`config.mk`:
```
export PLATFORM = sky130hd
export DESIGN_NAME = sprite_dma
export DESIGN_NICKNAME = d
export VERILOG_FILES = /design/src/rtl/sprite_dma_pkg.sv /design/src/rtl/sprite_dma.sv
export SDC_FILE = /design/constraint.sdc
export NUM_CORES = 1
export LEC_CHECK = 0
export CORE_MARGIN = 5
export CORE_UTILIZATION = 50
export DETAILED_ROUTE_END_ITERATION = 8
export DONT_BUFFER_PORTS = 1
export SETUP_SLACK_MARGIN = 0.15
export SYNTH_ARGS = -nofsm -noshare
export SYNTH_HDL_FRONTEND = slang
export SYNTH_SLANG_ARGS = --single-unit
```
`constraint.sdc`:
```
create_clock -name clk -period 4.1 [get_ports clk]
set_input_delay 0.82 -clock clk [delete_from_list [all_inputs] [get_ports clk]]
set_output_delay 0.82 -clock clk [all_outputs]
set_load 0.03 [all_outputs]
```
`src/rtl/sprite_dma_pkg.sv`:
```
// Shared sprite definitions: table geometry, CPU register map, control bits,
// DMA state encoding and the per-entry attribute layout used by the sprite engine.
package sprite_dma_pkg;

  localparam int unsigned SPR_COUNT_DFLT      = 32;
  localparam int unsigned SPR_ITEM_BYTES_DFLT = 4;

  localparam logic [1:0] REG_SRC_HI = 2'd0;
  localparam logic [1:0] REG_SRC_LO = 2'd1;
  localparam logic [1:0] REG_CTRL   = 2'd2;

  localparam int unsigned CTRL_ARM_BIT  = 0;
  localparam int unsigned CTRL_AUTO_BIT = 1;

  localparam logic [2:0] ST_IDLE  = 3'd0;
  localparam logic [2:0] ST_ARMED = 3'd1;
  localparam logic [2:0] ST_REQ   = 3'd2;
  localparam logic [2:0] ST_READ  = 3'd3;
  localparam logic [2:0] ST_WRITE = 3'd4;
  localparam logic [2:0] ST_DONE  = 3'd5;

  typedef struct packed {
    logic        enable;
    logic [11:0] y;
    logic [5:0]  image;
    logic [9:0]  x;
  } sprite_attr_t;

  // Bytes b0..b3 of one entry packed as {b0, b1, b2, b3}.
  function automatic sprite_attr_t unpack_sprite(input logic [31:0] b);
    sprite_attr_t s;
    s.enable = b[31];
    s.y      = {b[27:24], b[23:16]};
    s.image  = b[15:10];
    s.x      = {b[9:8], b[7:0]};
    return s;
  endfunction

endpackage

```
`src/rtl/sprite_dma.sv`:
```
// Sprite attribute DMA: on vblank, requests the CPU bus and copies the sprite
// table from main memory into sprite attribute RAM at two cycles per byte.
module sprite_dma
  import sprite_dma_pkg::*;
#(
  parameter int unsigned SPR_COUNT      = SPR_COUNT_DFLT,
  parameter int unsigned SPR_ITEM_BYTES = SPR_ITEM_BYTES_DFLT
) (
  input  logic        clk,
  input  logic        reset,
  input  logic        vblank,
  input  logic        cpu_wr,
  input  logic [1:0]  cpu_reg,
  input  logic [7:0]  cpu_data,
  output logic        busreq,
  input  logic        busack,
  output logic [15:0] src_addr,
  input  logic [7:0]  src_data,
  output logic [6:0]  spriteram_wr_addr,
  output logic        spriteram_wr,
  output logic [7:0]  spriteram_data_in,
  output logic        busy,
  output logic        overrun
);

  localparam int unsigned TABLE_BYTES = SPR_COUNT * SPR_ITEM_BYTES;
  localparam logic [7:0]  LAST_IDX    = 8'(TABLE_BYTES - 1);

  logic [2:0]  state_q,    state_d;
  logic [15:0] src_base_q, src_base_d;
  logic [15:0] src_addr_q, src_addr_d;
  logic [7:0]  index_q,    index_d;
  logic        auto_q,     auto_d;
  logic        overrun_q,  overrun_d;
  logic        wr_q,       wr_d;
  logic [6:0]  wr_addr_q,  wr_addr_d;
  logic [7:0]  wr_data_q,  wr_data_d;
  logic        vblank_q;

  logic xfer_active;
  logic vb_rise;
  logic vb_fall;
  logic ctrl_wr;

  assign xfer_active = (state_q == ST_REQ) || (state_q == ST_READ) || (state_q == ST_WRITE);
  assign vb_rise     = vblank & ~vblank_q;
  assign vb_fall     = ~vblank & vblank_q;
  assign ctrl_wr     = cpu_wr && (cpu_reg == REG_CTRL);

  always_comb begin
    state_d    = state_q;
    src_base_d = src_base_q;
    src_addr_d = src_addr_q;
    index_d    = index_q;
    auto_d     = auto_q;
    overrun_d  = overrun_q;
    wr_d       = 1'b0;
    wr_addr_d  = wr_addr_q;
    wr_data_d  = wr_data_q;

    if (cpu_wr && !xfer_active) begin
      if (cpu_reg == REG_SRC_HI) src_base_d[15:8] = cpu_data;
      if (cpu_reg == REG_SRC_LO) src_base_d[7:0]  = cpu_data;
    end

    // A vblank that ends mid-copy outranks a simultaneous clearing write.
    if (ctrl_wr) begin
      auto_d    = cpu_data[CTRL_AUTO_BIT];
      overrun_d = 1'b0;
    end
    if (xfer_active && vb_fall) overrun_d = 1'b1;

    case (state_q)
      ST_IDLE: begin
        if (ctrl_wr && cpu_data[CTRL_ARM_BIT]) state_d = ST_ARMED;
      end
      ST_ARMED: begin
        if (ctrl_wr && !cpu_data[CTRL_ARM_BIT]) state_d = ST_IDLE;
        else if (vb_rise)                       state_d = ST_REQ;
      end
      ST_REQ: begin
        if (busack) begin
          index_d    = '0;
          src_addr_d = src_base_q;
          state_d    = ST_READ;
        end
      end
      ST_READ: begin
        if (busack) state_d = ST_WRITE;
      end
      ST_WRITE: begin
        // Losing the bus here drops the byte; READ re-fetches it from the same address.
        if (!busack) begin
          state_d = ST_READ;
        end else begin
          wr_d       = 1'b1;
          wr_addr_d  = index_q[6:0];
          wr_data_d  = src_data;
          index_d    = index_q + 8'd1;
          src_addr_d = src_addr_q + 16'd1;
          state_d    = (index_q == LAST_IDX) ? ST_DONE : ST_READ;
        end
      end
      ST_DONE: begin
        state_d = auto_q ? ST_ARMED : ST_IDLE;
      end
      default: state_d = ST_IDLE;
    endcase
  end

  always_ff @(posedge clk) begin
    if (!reset) begin
      state_q    <= ST_IDLE;
      src_base_q <= '0;
      src_addr_q <= '0;
      index_q    <= '0;
      auto_q     <= 1'b0;
      overrun_q  <= 1'b0;
      wr_q       <= 1'b0;
      wr_addr_q  <= '0;
      wr_data_q  <= '0;
      vblank_q   <= 1'b0;
    end else begin
      state_q    <= state_d;
      src_base_q <= src_base_d;
      src_addr_q <= src_addr_d;
      index_q    <= index_d;
      auto_q     <= auto_d;
      overrun_q  <= overrun_d;
      wr_q       <= wr_d;
      wr_addr_q  <= wr_addr_d;
      wr_data_q  <= wr_data_d;
      vblank_q   <= vblank;
    end
  end

  assign busreq            = xfer_active;
  assign busy              = xfer_active;
  assign overrun           = overrun_q;
  assign src_addr          = src_addr_q;
  assign spriteram_wr      = wr_q;
  assign spriteram_wr_addr = wr_addr_q;
  assign spriteram_data_in = wr_data_q;

endmodule
```
# Yosys cells after proc, flatten, opt, wreduce, memory -nomap -nowiden

Index checks and enable logic that the tools add are counted.
W data, S select, Z words.

Register bits: 62
Bits in latches: 0
Bits in writable memories: 0
ROM bits: 0
Input port bits: 23
Memories kept: 0

Add/subtract/negate cells: 2
$mul: 0
Divide/modulo/power cells: 0
Order comparisons: 0
Equality and inequality tests: 13
Shifts and indexed selects: 0
Multiplexer cells: 18
Bitwise gates (word level): 4
Reduce and logical (&&, ||, !) cells: 19

Operator list:

| kind                    | number |
|---|---|
| $mux W16                | 2 |
| $pmux W16 S2            | 1 |
| $mux W3                 | 7 |
| $pmux W3 S6             | 1 |
| $add A16 B1 Y16 const B | 1 |
| $mux W8                 | 2 |
| $pmux W8 S2             | 1 |
| $add A8 B1 Y8 const B   | 1 |
| $eq A8 B7 Y1 const B    | 1 |
| $ne A2 B2 Y1 const B    | 4 |
| $reduce_and A2 Y1       | 4 |
| $eq A3 B2 Y1 const B    | 2 |
| $eq A3 B3 Y1 const B    | 2 |
| $logic_and A1 B1 Y1     | 5 |
| $mux W1                 | 4 |
| $reduce_and A4 Y1       | 1 |
| $reduce_bool A2 Y1      | 2 |
| $eq A3 B1 Y1 const B    | 1 |
| $logic_not A3 Y1        | 1 |
| $ne A3 B3 Y1 const B    | 1 |
| $reduce_and A3 Y1       | 1 |
| $and A1 B1 Y1           | 2 |
| $eq A2 B1 Y1 const B    | 1 |
| $eq A2 B2 Y1 const B    | 1 |
| other kinds (4)         | 7 |

# Logic depth before layout (Yosys ltp)

Depth in word-level cells: 6
Mapped depth: 6
Mapped depth without buffers: 5

# Worst setup path after synthesis

Ideal clock, no wire load.

Path kind: register -> output
From: register state_q[2]
To: output busy
Arrival time: 1,493 ps
Data required time: 3,280 ps
Slack: 1,787 ps
Cell stages (with the launch flop): 6
Path through: dfxtp_1 -> or3b_1 -> buf_2 -> buf_2 -> nand2_1 -> buf_4

Cells in the longest elaborated chain, start to end: 3

Ends and longest elaborated chain:

| item                   | line              | text |
|---|---|---|
| start, declared        | sprite_dma.sv:29  | `logic [2:0] state_q, state_d;` |
| start signal, assigned | sprite_dma.sv:124 | `state_q <= state_d;` |
| $eq A3 B2 Y1           | sprite_dma.sv:45  | `assign xfer_active = (state_q == ST_REQ) \|\| (state_q == ST_READ) \|\| (state_q == ST_WRITE);` |
| $logic_or A1 B1 Y1     | sprite_dma.sv:45  |  |
| $logic_or A1 B1 Y1 *   | sprite_dma.sv:45  |  |
| end, declared          | sprite_dma.sv:22  | `output logic busy,` |

Mark *: on every way between the ends. The rest lies on a longest branch, timed or not.

# Worst setup path after layout

Same ends and word-level chain as after synthesis.

==> results.md <==
- Initial Utilization: 0.5163
- Area of the mapped netlist: 0.002860 mm^2
- Critical Path AT: 1.79 ns
- Crit path kind: register to output pin
- GRT Util Overall: 0.1977
- CTS tree: yes
- HPWL after DPL: 4804 um
- Die X: 85.64 um
- Longest Clk Path Bufs: 2
- Peak supply drop: 0.2330 mV
- DRT Pass-1 Iters: 4
- Post-synthesis sequential area ratio: 0.4339
- Internal power: 882.3 uW
- Placed Cells: 409
- Initial antenna violation count: 0
- Core ar.: 0.005540 mm^2
- Drt wl/cell: 16.66 um
- Die height: 85.64 um
- Avg Inst Size Synth: 7.901 um^2
- Leak: 0.9787 nW
- Area contributors post-synth: dfxtp_1 43%, nand2_1 7.7%, o21ai_0 6.5%
- Commonest non-fill, non-tap cell in the layout: dfxtp_1
- I/O Pins: 58
- PortBufs: 0
- Die Footprint: 0.007333 mm^2
- Nets: 373
- Status: finished, final reports clean
- Worst slew pin tran: 1.017 ns
- Vias: 2,531
- Largest net degree at the start of global routing: 38
- DRC Markers: 0
- Period Utilization, post-route: 0.6373
- Warnings from Yosys: 0
- Synth area leader: dfxtp_1
- Layout cell share with drive strength beyond 1: 0.06516
- Global placer's final weighted congestion: 0.7958
- EDFF count, synth: 0
- Final std cells w/o fill: 425
- Worst Clk Skew: 0.009738 ns
- Clock sinks: 62
- Vias in the first global route: 2,283
- Power Total: 1.197 mW
- M2 GR Usage: 0.2966
- Post-Layout Inst Area: 0.003023 mm^2
- H-tree depth: 3
- Syn_nets: 387
- Hold_buf cts: 0
- Slew HR: 0.3198
- Power per cell area: 396.1 mW/mm^2
- CP Data Required Time: 3.28 ns
- Yosys cell types: 53
- Final slew viol count: 0
- Synth Register Bits: 62
- Placed instance area: 0.002856 mm^2
- TritonCTS Buffers: 9
- Row count: 27
- GR Util met1: 0.2715
- TNS Setup: 0 ns
- Clk_lat worst skew: 0.34 ns
- Area growth from synthesis to layout: 5.687%
- Final WL: 7080 um
- Yosys top cell area share: 0.4339
- Final setup vio count: 0
- Min Clock Period, post-route: 2.613 ns
- Final ANT Viol Nets: 0
- Pre-CTS setup slack: 1.794 ns
- CP Launch Type: register
- PostCTS Resize Cnt: 0
- NetSw: 314.9 uW
- Setup Fix Bufs, Post-CTS: 0
- Mapped Cells: 362
- RSZ-0062 raised after global routing: false
- # fillers: 585
- Critical Path Fanout Max: 15
- Clock slew at reported path FFs: 0.07 ns
- Layer carrying the most global-route usage: met2
- Net Sw Frac: 0.2630
- Fmax: 0.3827 GHz
- Worst hold path class: register to register
- Worst Slack Setup Final: 1.487 ns
- Most frequent cells in the layout: 62 x dfxtp_1, 59 x nand2_1, 37 x o21ai_0
- Vias per std cell: 5.955
- First-pass GRT wire length: 11,640 um
- Reg power frac: 0.542
- Combinational Power Share: 0.069
- Fin. Hold Viols: 0
- Number of inserted diodes: 0
- Clock Power Share: 0.389
- Ys async rst share: 0
- Synth Flop Type: dfxtp_1
- Initial DRC Count: 135
- Met3 Usage GRT: 0.05956
- Crit. End Element: output pin
- Global route overflow: 0
- Root Buffer Master: clkbuf_8
- Max cap viols: 0
## worst max-delay path: stages (launching register included)
cell	delay (ns)
dfxtp_1	0.58
or3b_1	0.41
nand2_1	0.46
## final timing paths
kind             startpoint             end  slack, ns  cells after the start
max              state_q[2]            busy       1.49                      2
min          src_base_q[14]  src_base_q[14]       0.47                      2
max reg2reg     src_addr[3]    src_addr[13]       1.82                      4
min reg2reg  src_base_q[14]  src_base_q[14]       0.47                      2
## cells in the mapped netlist, drive strengths merged (3+ instances only)
cell type  number
a211oi          5
a21oi          35
a311oi          3
and3            3
buf            12
clkbuf         16
dfxtp          62
inv             6
mux2i           4
nand2          59
nand2b          4
nand3          27
nand3b          4
nand4           4
nand4b          3
nor2           17
nor2b           3
nor3            6
nor4            4
o21ai          38
o22ai           3
or3             6
or4             5
## power groups by stage
stage	Sequential (mW)	Clock [mW]	Combinational, mW
after floorplan	0.645	0	0.0887
after global placement	0.663	0	0.0825
after detailed placement	0.662	0	0.0828
after CTS	0.649	0.476	0.0833
after global routing	0.652	0.504	0.0932
final	0.649	0.465	0.0830
## state kept, by name, summed over array words and instances, names as in the netlist
| signal | count |
|---|---|
| src_base_q | 16 |
| spriteram_wr_addr | 7 |
| spriteram_wr | 1 |
| overrun | 1 |
| vblank_q | 1 |
| auto_q | 1 |
| spriteram_data_in | 8 |
| index_q | 8 |
| state_q | 3 |
| src_addr | 16 |
## area by class of cell
| cell class | count | area [um^2] | area share |
|---|---|---|---|
| Multi-Input combinational cell | 266 | 1480 | 0.4897 |
| Sequential cell | 62 | 1241 | 0.4106 |
| Clock buffer | 11 | 141.4 | 0.04677 |
| Tap cell | 72 | 90.09 | 0.02980 |
| Clock inverter | 5 | 25.02 | 0.008278 |
| Timing Repair Buffer | 3 | 22.52 | 0.007450 |
| Inverter | 6 | 22.52 | 0.007450 |
## cell families (layout without fill, tap and decap cells)
| group | after synthesis | after routing | share of synthesized area |
|---|---|---|---|
| multiplexers | 4 | 4 | 0.01400 |
| AO/OA/AOI/OAI | 103 | 103 | 0.2130 |
| flip-flops | 62 | 62 | 0.4339 |
| AND/OR/NAND/NOR | 156 | 156 | 0.2769 |
| buffers and inverters | 34 | 25 | 0.05031 |
| XOR/XNOR | 1 | 1 | 0.003063 |
| adder cells (fa/ha/maj) | 2 | 2 | 0.008748 |
## stage by stage
step / hold WS [ns] / utilization
6_report: 0.4716 / 0.5456
3_5_place_dp: 0.4609 / 0.5156
3_3_place_gp: 0.4496 / 0.5156
5_1_grt: 0.5004 / 0.5456
4_1_cts: 0.4770 / 0.5456
2_1_floorplan: 0.4356 / -
## layer usage
metal / share of wire / up-vias
li1: - / 1280
met4: 0.011 / 0
met3: 0.065 / 7
met1: 0.48 / 1175
met2: 0.45 / 69
met5: 0 / -
(Power assumes the default switching activity.)
